$ cat config.mk
export PLATFORM = sky130hd
export DESIGN_NAME = writeback_arbiter
export DESIGN_NICKNAME = d
export VERILOG_FILES = /design/src/rtl/writeback_arbiter.sv
export SDC_FILE = /design/constraint.sdc
export NUM_CORES = 1
export LEC_CHECK = 0
export CAP_MARGIN = 40
export CORE_AREA = 8 8 100 111
export DETAILED_ROUTE_END_ITERATION = 16
export DIE_AREA = 0 0 108 119
export HOLD_SLACK_MARGIN = 0.08
export PLACE_DENSITY = 0.91
export SLEW_MARGIN = 10
export SYNTH_ARGS = -nofsm -noshare
export SYNTH_HDL_FRONTEND = slang
export SYNTH_SLANG_ARGS = --single-unit
$ cat constraint.sdc
create_clock -name CLK -period 7.5 [get_ports CLK]
set_input_delay 1.5 -clock CLK [delete_from_list [all_inputs] [get_ports CLK]]
set_output_delay 1.5 -clock CLK [all_outputs]
set_load 0.05 [all_outputs]
$ cat src/rtl/writeback_arbiter.sv
`default_nettype none
// ============================================================================
// Module  : writeback_arbiter
// Purpose : Shares the register-file write port between the pipeline (A) and
//           a buffered multi-cycle unit (B), with a bounded B starvation.
// Rev     : 1.0
// ============================================================================
module writeback_arbiter #(
    parameter int DATA_WIDTH     = 32,
    parameter int REG_ADDR_WIDTH = 5,
    parameter int FIFO_DEPTH     = 2,
    parameter int STARVE_LIMIT   = 4
) (
    input  logic                      CLK,
    input  logic                      RESET,
    input  logic                      A_VALID,
    input  logic [REG_ADDR_WIDTH-1:0] A_RD,
    input  logic [DATA_WIDTH-1:0]     A_DATA,
    output logic                      STALL_PIPE,
    input  logic                      B_VALID,
    input  logic [REG_ADDR_WIDTH-1:0] B_RD,
    input  logic [DATA_WIDTH-1:0]     B_DATA,
    output logic                      B_READY,
    output logic                      WB_WE,
    output logic [REG_ADDR_WIDTH-1:0] WB_RD,
    output logic [DATA_WIDTH-1:0]     WB_DATA,
    output logic                      WB_SRC
);

    localparam int c_ptr_w  = (FIFO_DEPTH > 1) ? $clog2(FIFO_DEPTH) : 1;
    localparam int c_cnt_w  = $clog2(FIFO_DEPTH + 1);
    localparam int c_wait_w = $clog2(STARVE_LIMIT + 1);
    localparam int c_ent_w  = REG_ADDR_WIDTH + DATA_WIDTH;

    localparam logic [c_cnt_w-1:0]  c_depth    = c_cnt_w'(FIFO_DEPTH);
    localparam logic [c_wait_w-1:0] c_wait_max = c_wait_w'(STARVE_LIMIT - 1);

    typedef enum logic [0:0] {
        ST_NORMAL  = 1'b0,
        ST_FORCE_B = 1'b1
    } state_t;

    state_t                      r_state;
    logic [c_wait_w-1:0]         r_wait;
    logic [c_cnt_w-1:0]          r_count;
    logic [c_ptr_w-1:0]          r_rd_ptr;
    logic [c_ptr_w-1:0]          r_wr_ptr;
    logic [c_ent_w-1:0]          r_mem [FIFO_DEPTH];

    logic                        r_wb_we;
    logic [REG_ADDR_WIDTH-1:0]   r_wb_rd;
    logic [DATA_WIDTH-1:0]       r_wb_data;
    logic                        r_wb_src;

    logic                        w_empty;
    logic                        w_b_ready;
    logic                        w_push;
    logic                        w_a_win;
    logic                        w_b_win;
    logic [c_ent_w-1:0]          w_head;
    logic [REG_ADDR_WIDTH-1:0]   w_head_rd;
    logic [DATA_WIDTH-1:0]       w_head_data;

    assign w_empty     = (r_count == '0);
    assign w_b_ready   = !RESET && (r_count < c_depth);
    assign w_push      = B_VALID && w_b_ready;
    assign w_head      = r_mem[r_rd_ptr];
    assign w_head_rd   = w_head[DATA_WIDTH +: REG_ADDR_WIDTH];
    assign w_head_data = w_head[DATA_WIDTH-1:0];

    // A forced slot ignores A entirely; the pipeline re-presents it next cycle.
    always_comb begin
        w_a_win = 1'b0;
        w_b_win = 1'b0;
        if (r_state == ST_FORCE_B) begin
            w_b_win = !w_empty;
        end else if (A_VALID) begin
            w_a_win = 1'b1;
        end else begin
            w_b_win = !w_empty;
        end
    end

    always_ff @(posedge CLK) begin
        if (w_push) begin
            r_mem[r_wr_ptr] <= {B_RD, B_DATA};
        end
    end

    always_ff @(posedge CLK) begin
        if (RESET) begin
            r_state   <= ST_NORMAL;
            r_wait    <= '0;
            r_count   <= '0;
            r_rd_ptr  <= '0;
            r_wr_ptr  <= '0;
            r_wb_we   <= 1'b0;
            r_wb_rd   <= '0;
            r_wb_data <= '0;
            r_wb_src  <= 1'b0;
        end else begin
            if (w_push) begin
                r_wr_ptr <= r_wr_ptr + c_ptr_w'(1);
            end
            if (w_b_win) begin
                r_rd_ptr <= r_rd_ptr + c_ptr_w'(1);
            end
            case ({w_push, w_b_win})
                2'b10:   r_count <= r_count + c_cnt_w'(1);
                2'b01:   r_count <= r_count - c_cnt_w'(1);
                default: r_count <= r_count;
            endcase

            case (r_state)
                ST_NORMAL: begin
                    if (w_a_win && !w_empty) begin
                        if (r_wait == c_wait_max) begin
                            r_state <= ST_FORCE_B;
                            r_wait  <= '0;
                        end else begin
                            r_wait <= r_wait + c_wait_w'(1);
                        end
                    end else begin
                        r_wait <= '0;
                    end
                end
                default: begin
                    r_state <= ST_NORMAL;
                    r_wait  <= '0;
                end
            endcase

            // rd 0 slots are consumed without a register-file write.
            if (w_a_win) begin
                r_wb_we   <= |A_RD;
                r_wb_rd   <= A_RD;
                r_wb_data <= A_DATA;
                r_wb_src  <= 1'b0;
            end else if (w_b_win) begin
                r_wb_we   <= |w_head_rd;
                r_wb_rd   <= w_head_rd;
                r_wb_data <= w_head_data;
                r_wb_src  <= 1'b1;
            end else begin
                r_wb_we   <= 1'b0;
            end
        end
    end

    assign STALL_PIPE = (r_state == ST_FORCE_B);
    assign B_READY    = w_b_ready;
    assign WB_WE      = r_wb_we;
    assign WB_RD      = r_wb_rd;
    assign WB_DATA    = r_wb_data;
    assign WB_SRC     = r_wb_src;

endmodule
`default_nettype wire

### Yosys cells after proc, flatten, opt, wreduce, memory -nomap -nowiden

Memories as Yosys holds them, arrays and structs flattened. A register that Yosys moved wholly into a read port is not among the register bits.
Cells that the tools add are included.

* memories kept: 1
* memory bits (writable): 74
* logic and storage cells: 49
* register bits: 47
* bits of input ports: 78

* eq/ne operators: 3
* magnitude comparators: 1
* add/sub/neg operators: 5
* reductions and logical operators: 13
* mux-type cells: 16
* bitwise logic cells: 1

Memory list
* r_mem: words 2, width 37, read ports 1, clocked after memory_dff 1, write ports 1, line 48 `logic [c_ent_w-1:0] r_mem [FIFO_DEPTH];`

Operator list (count)
* $mux W32: 2
* $mux W1: 11
* $mux W5: 2
* $reduce_or A5 Y1: 2
* $pmux W2 S2: 1
* $reduce_bool A2 Y1: 2
* $reduce_or A4 Y1: 1
* $add A3 B1 Y3 const B: 1
* $eq A3 B2 Y1 const B: 1
* $logic_and A1 B1 Y1: 3
* $reduce_or A3 Y1: 1
* $add A1 B1 Y1 const B: 2
* $add A2 B1 Y2 const B: 1
* $eq A2 B1 Y1 const B: 1
* $eq A2 B2 Y1 const B: 1
* $logic_not A1 Y1: 2
* $logic_not A2 Y1: 1
* $lt A2 B2 Y1 const B: 1
* $reduce_or A2 Y1: 1
* $sub A2 B1 Y2 const B: 1
* $not A1 Y1: 1

### Depth between registers and ports, before layout

* depth in word-level cells: 6
* depth in mapped cells: 8

### Worst setup path after synthesis

No wires, ideal clock.

* path kind: input to register
* start: input port RESET
* end: memory r_mem[0][0] in the netlist's numbering, enable pin
* path buffers: 1
* path slack: 2.947 ns
* stages on the path: 4
* arrival time: 4.122 ns
* library setup time: 0.431 ns
* required time: 7.069 ns
* cell sequence: buf_2 > nor2_1 > nand2_1 > nor2_1

* word-level cells in the longest chain between the ends: 5

RTL lines
* start: declaration: line 15 `input logic RESET,`
* $logic_not A1 Y1: line 65 `assign w_b_ready = !RESET && (r_count < c_depth);`
* $logic_and A1 B1 Y1: line 65
* via B_READY: line 23 `output logic B_READY,`
* $logic_and A1 B1 Y1: line 66 `assign w_push = B_VALID && w_b_ready;`
* $mux W1: line 85 `if (w_push) begin`
* $mux W1 (implied by the code): line 86 `r_mem[r_wr_ptr] <= {B_RD, B_DATA};`
* end: declaration: line 48

The timed path passes the listed nets, and every way through them passes these cells.

### Worst setup path after layout

* start: input port RESET
* end: output port B_READY

* word-level cells in the longest chain between the ends: 2

RTL lines (line)
* $logic_not A1 Y1: 65
* $logic_and A1 B1 Y1: 65
* end: declaration: 23

No other way between the ends.

==> results.yml <==
power:
  max-vdd-ir-drop_mv: 0.2058
  leakagePower_uw: 0.002308
  clkPwrFrac_pct: 32.3
  p_int_uw: 1619
  p_seq_share_pct: 37.3
  powerDensity_nw_per_um2: 368.6
  swShare_pct: 33.11
  power.switching_uw: 801.4
  power_frac_comb_pct: 30.4
layout:
  mostFrequentLayoutCell: "clkdlybuf4s50_1"
  antenna_cells: 0
  multiInputGateArea_um2: 1368
  seq_area_um2: 3187
  fin_nets: 534
  synthToLayoutAreaGrowth_pct: 39.10
  final_cell_mix: "118 x clkdlybuf4s50_1, 74 x edfxtp_1, 45 x dfxtp_1"
  drive_gt1_share_pct: 10.52
  final_util_pct: 71.26
  num-fill-cells: 604
route:
  dr.pass1.iters: 4
  via_count: 3202
  wl_per_cell_um: 19.35
  drc: 0
  routed_wl_mm: 11.28
  drtAntennaViolNets: 0
  via_per_inst: 5.492
  drtIter0Drc: 125
clocking:
  cts.sinks: 122
  clk_latency_ps: 510
  cts_root_buffer: "clkbuf_8"
  clock_path_buffers: 2
  path_clk_slew_ps: 50
  cts_inserted_buffers: 17
  htree_levels: 4
  cts_resized: 0
  cts_tree: "done"
  cts_setup_buffers: 0
  cts_hold_buf: 0
synthesis:
  yosys-top-cells-area: "edfxtp_1 47%, dfxtp_1 20%, mux2i_1 7.8%, a22o_1 6.7%, nor3_1 4.1%"
  syn_inst: 339
  yosysSeqAreaShare_pct: 67.44
  synth_cell_type_count: 30
  yosys_warnings: 0
  synth_top_area_share_pct: 47.08
  syn_area_per_cell_um2: 13.92
  synth_fp_nets: 420
  ys_seq_elements: 122
  yosysTopAreaCell: "edfxtp_1"
  syn-cell-area_um2: 4720
critical_path:
  rr_startpoint: "r_count[0]"
  crit_arrival_ps: 3260
  cp_data_required_time_ps: 6000
  end_kind: "output port"
  path_max_fanout: 8
  crit_type: "primary input to output port"
  startpoint_type: "primary input"
  setup.worst_path.start: "RESET"
timing:
  maxSlewHeadroom_pct: 39.75
  period_share_pct: 63.46
  finalMaxSlewViolations: 0
  fin_tns_setup_ps: 0
  worst_pin_slew_ps: 903.8
  period_needed_ps: 4759
  grt_setup_unrepaired: "false"
  finalSetupViolations: 0
  fin_worst_skew_ps: 5.832
  hold_viol: 0
  fmax_mhz: 210.1
flow_run:
  cap_violations: 0
placed_design:
  dp_hpwl_mm: 7.404
  gp_congestion: 0.7899
  port_buffers: 118
floorplan:
  die-area_um2: 12850
  core_area_um2: 9213
  start_util_pct: 51.23
  die_w_um: 108
  die_h_um: 119
  io-pin-count: 119
  row_count: 37
outcome:
  status: "finished, final reports clean"
global_routing:
  grt-ovfl-total: 0
  grt_pass1_wl_mm: 17.64
  grt_max_degree: 44
  antenna_found_initial: 0
  grt_use_total_pct: 17.94
  grt_pass1_vias: 3500
hold_path:
  hp-class: "flop to flop"
  hold_path_startpoint: "r_wait[0]"
[cell usage after synthesis (all sizes together)]
library cell  count
xnor2             2
mux2i            37
edfxtp           74
ha                3
and3              2
nand3b            1
nor2              8
o21a              2
a22o             37
buf              24
a41o              1
nor3b             2
nand2             3
nor4              2
clkbuf            4
nor3             39
nor2b             2
a21oi            40
dfxtp            48
or4               1
or2               1
xor2              1
or3               2
o21ai             2
inv               1
[flip-flops by register name (all words and copies together), names as in the netlist, named ones only]
name	flops
r_rd_ptr	1
WB_SRC	1
STALL_PIPE	1
WB_RD	5
r_wait	3
WB_WE	1
WB_DATA	32
r_count	2
r_mem	74
r_wr_ptr	1
[layout make-up]
type                       count  area share [%]
inverter                       1         0.05718
timing repair buffer         123           19.48
clock buffer                  24           7.471
tap                          117           2.230
multi-input combinational    188           20.83
sequential                   122           48.54
clock inverter                 8           1.391
[layer usage]
layer,global-route usage [%],share of wire (%),vias up
met4,8.427,1.7,0
li1,-,-,1529
met1,17.62,37,1540
met3,6.203,7.5,17
met5,0,0,-
met2,32.51,54,116
[cell families (layout without fill, tap and decap cells)]
family	Yosys count	count (layout)	share of synthesized area (%)
compound gates	82	82	12.19
xor+xnor	3	3	0.5568
fa+ha+maj	3	3	0.7954
buf+inv	29	156	4.056
flops	122	122	67.44
mux	37	37	7.847
simple gates	63	63	7.105
[power groups by stage]
| stage | Sequential, uW | Clock (uW) | Combinational (uW) |
|---|---|---|---|
| floorplan | 1020 | 0 | 436 |
| global placement | 909 | 0 | 696 |
| detailed placement | 915 | 0 | 727 |
| CTS | 903 | 794 | 733 |
| global route | 915 | 834 | 789 |
| finish | 903 | 782 | 735 |
[worst max-delay path, cell delays in order]
cell and delay [ps]:
clkdlybuf4s50_1 600, nor2_1 270, clkdlybuf4s50_1 890
[metrics by stage]
stage               total power, uW  hold slack, ps  cell area, um2  instances  setup slack [ps]
finish                         2420           441.3            6565        583              2741
global route                   2538           465.6            6565        583              2645
CTS                            2430           443.5            6538        582              2727
detailed placement             1642           432.4            5956        550              2719
global placement               1605           416.0            5901        548              2751
floorplan                      1453           408.4            4720        339              2947
[worst paths after layout]
kind / endpoint / slack, ps / cells past startpoint
max: B_READY / 2740 / 3
min: r_wait[0] / 440 / 1
max reg2reg: WB_DATA[9] / 5160 / 3
min reg2reg: r_wait[0] / 440 / 1
(Power assumes the default switching activity.)
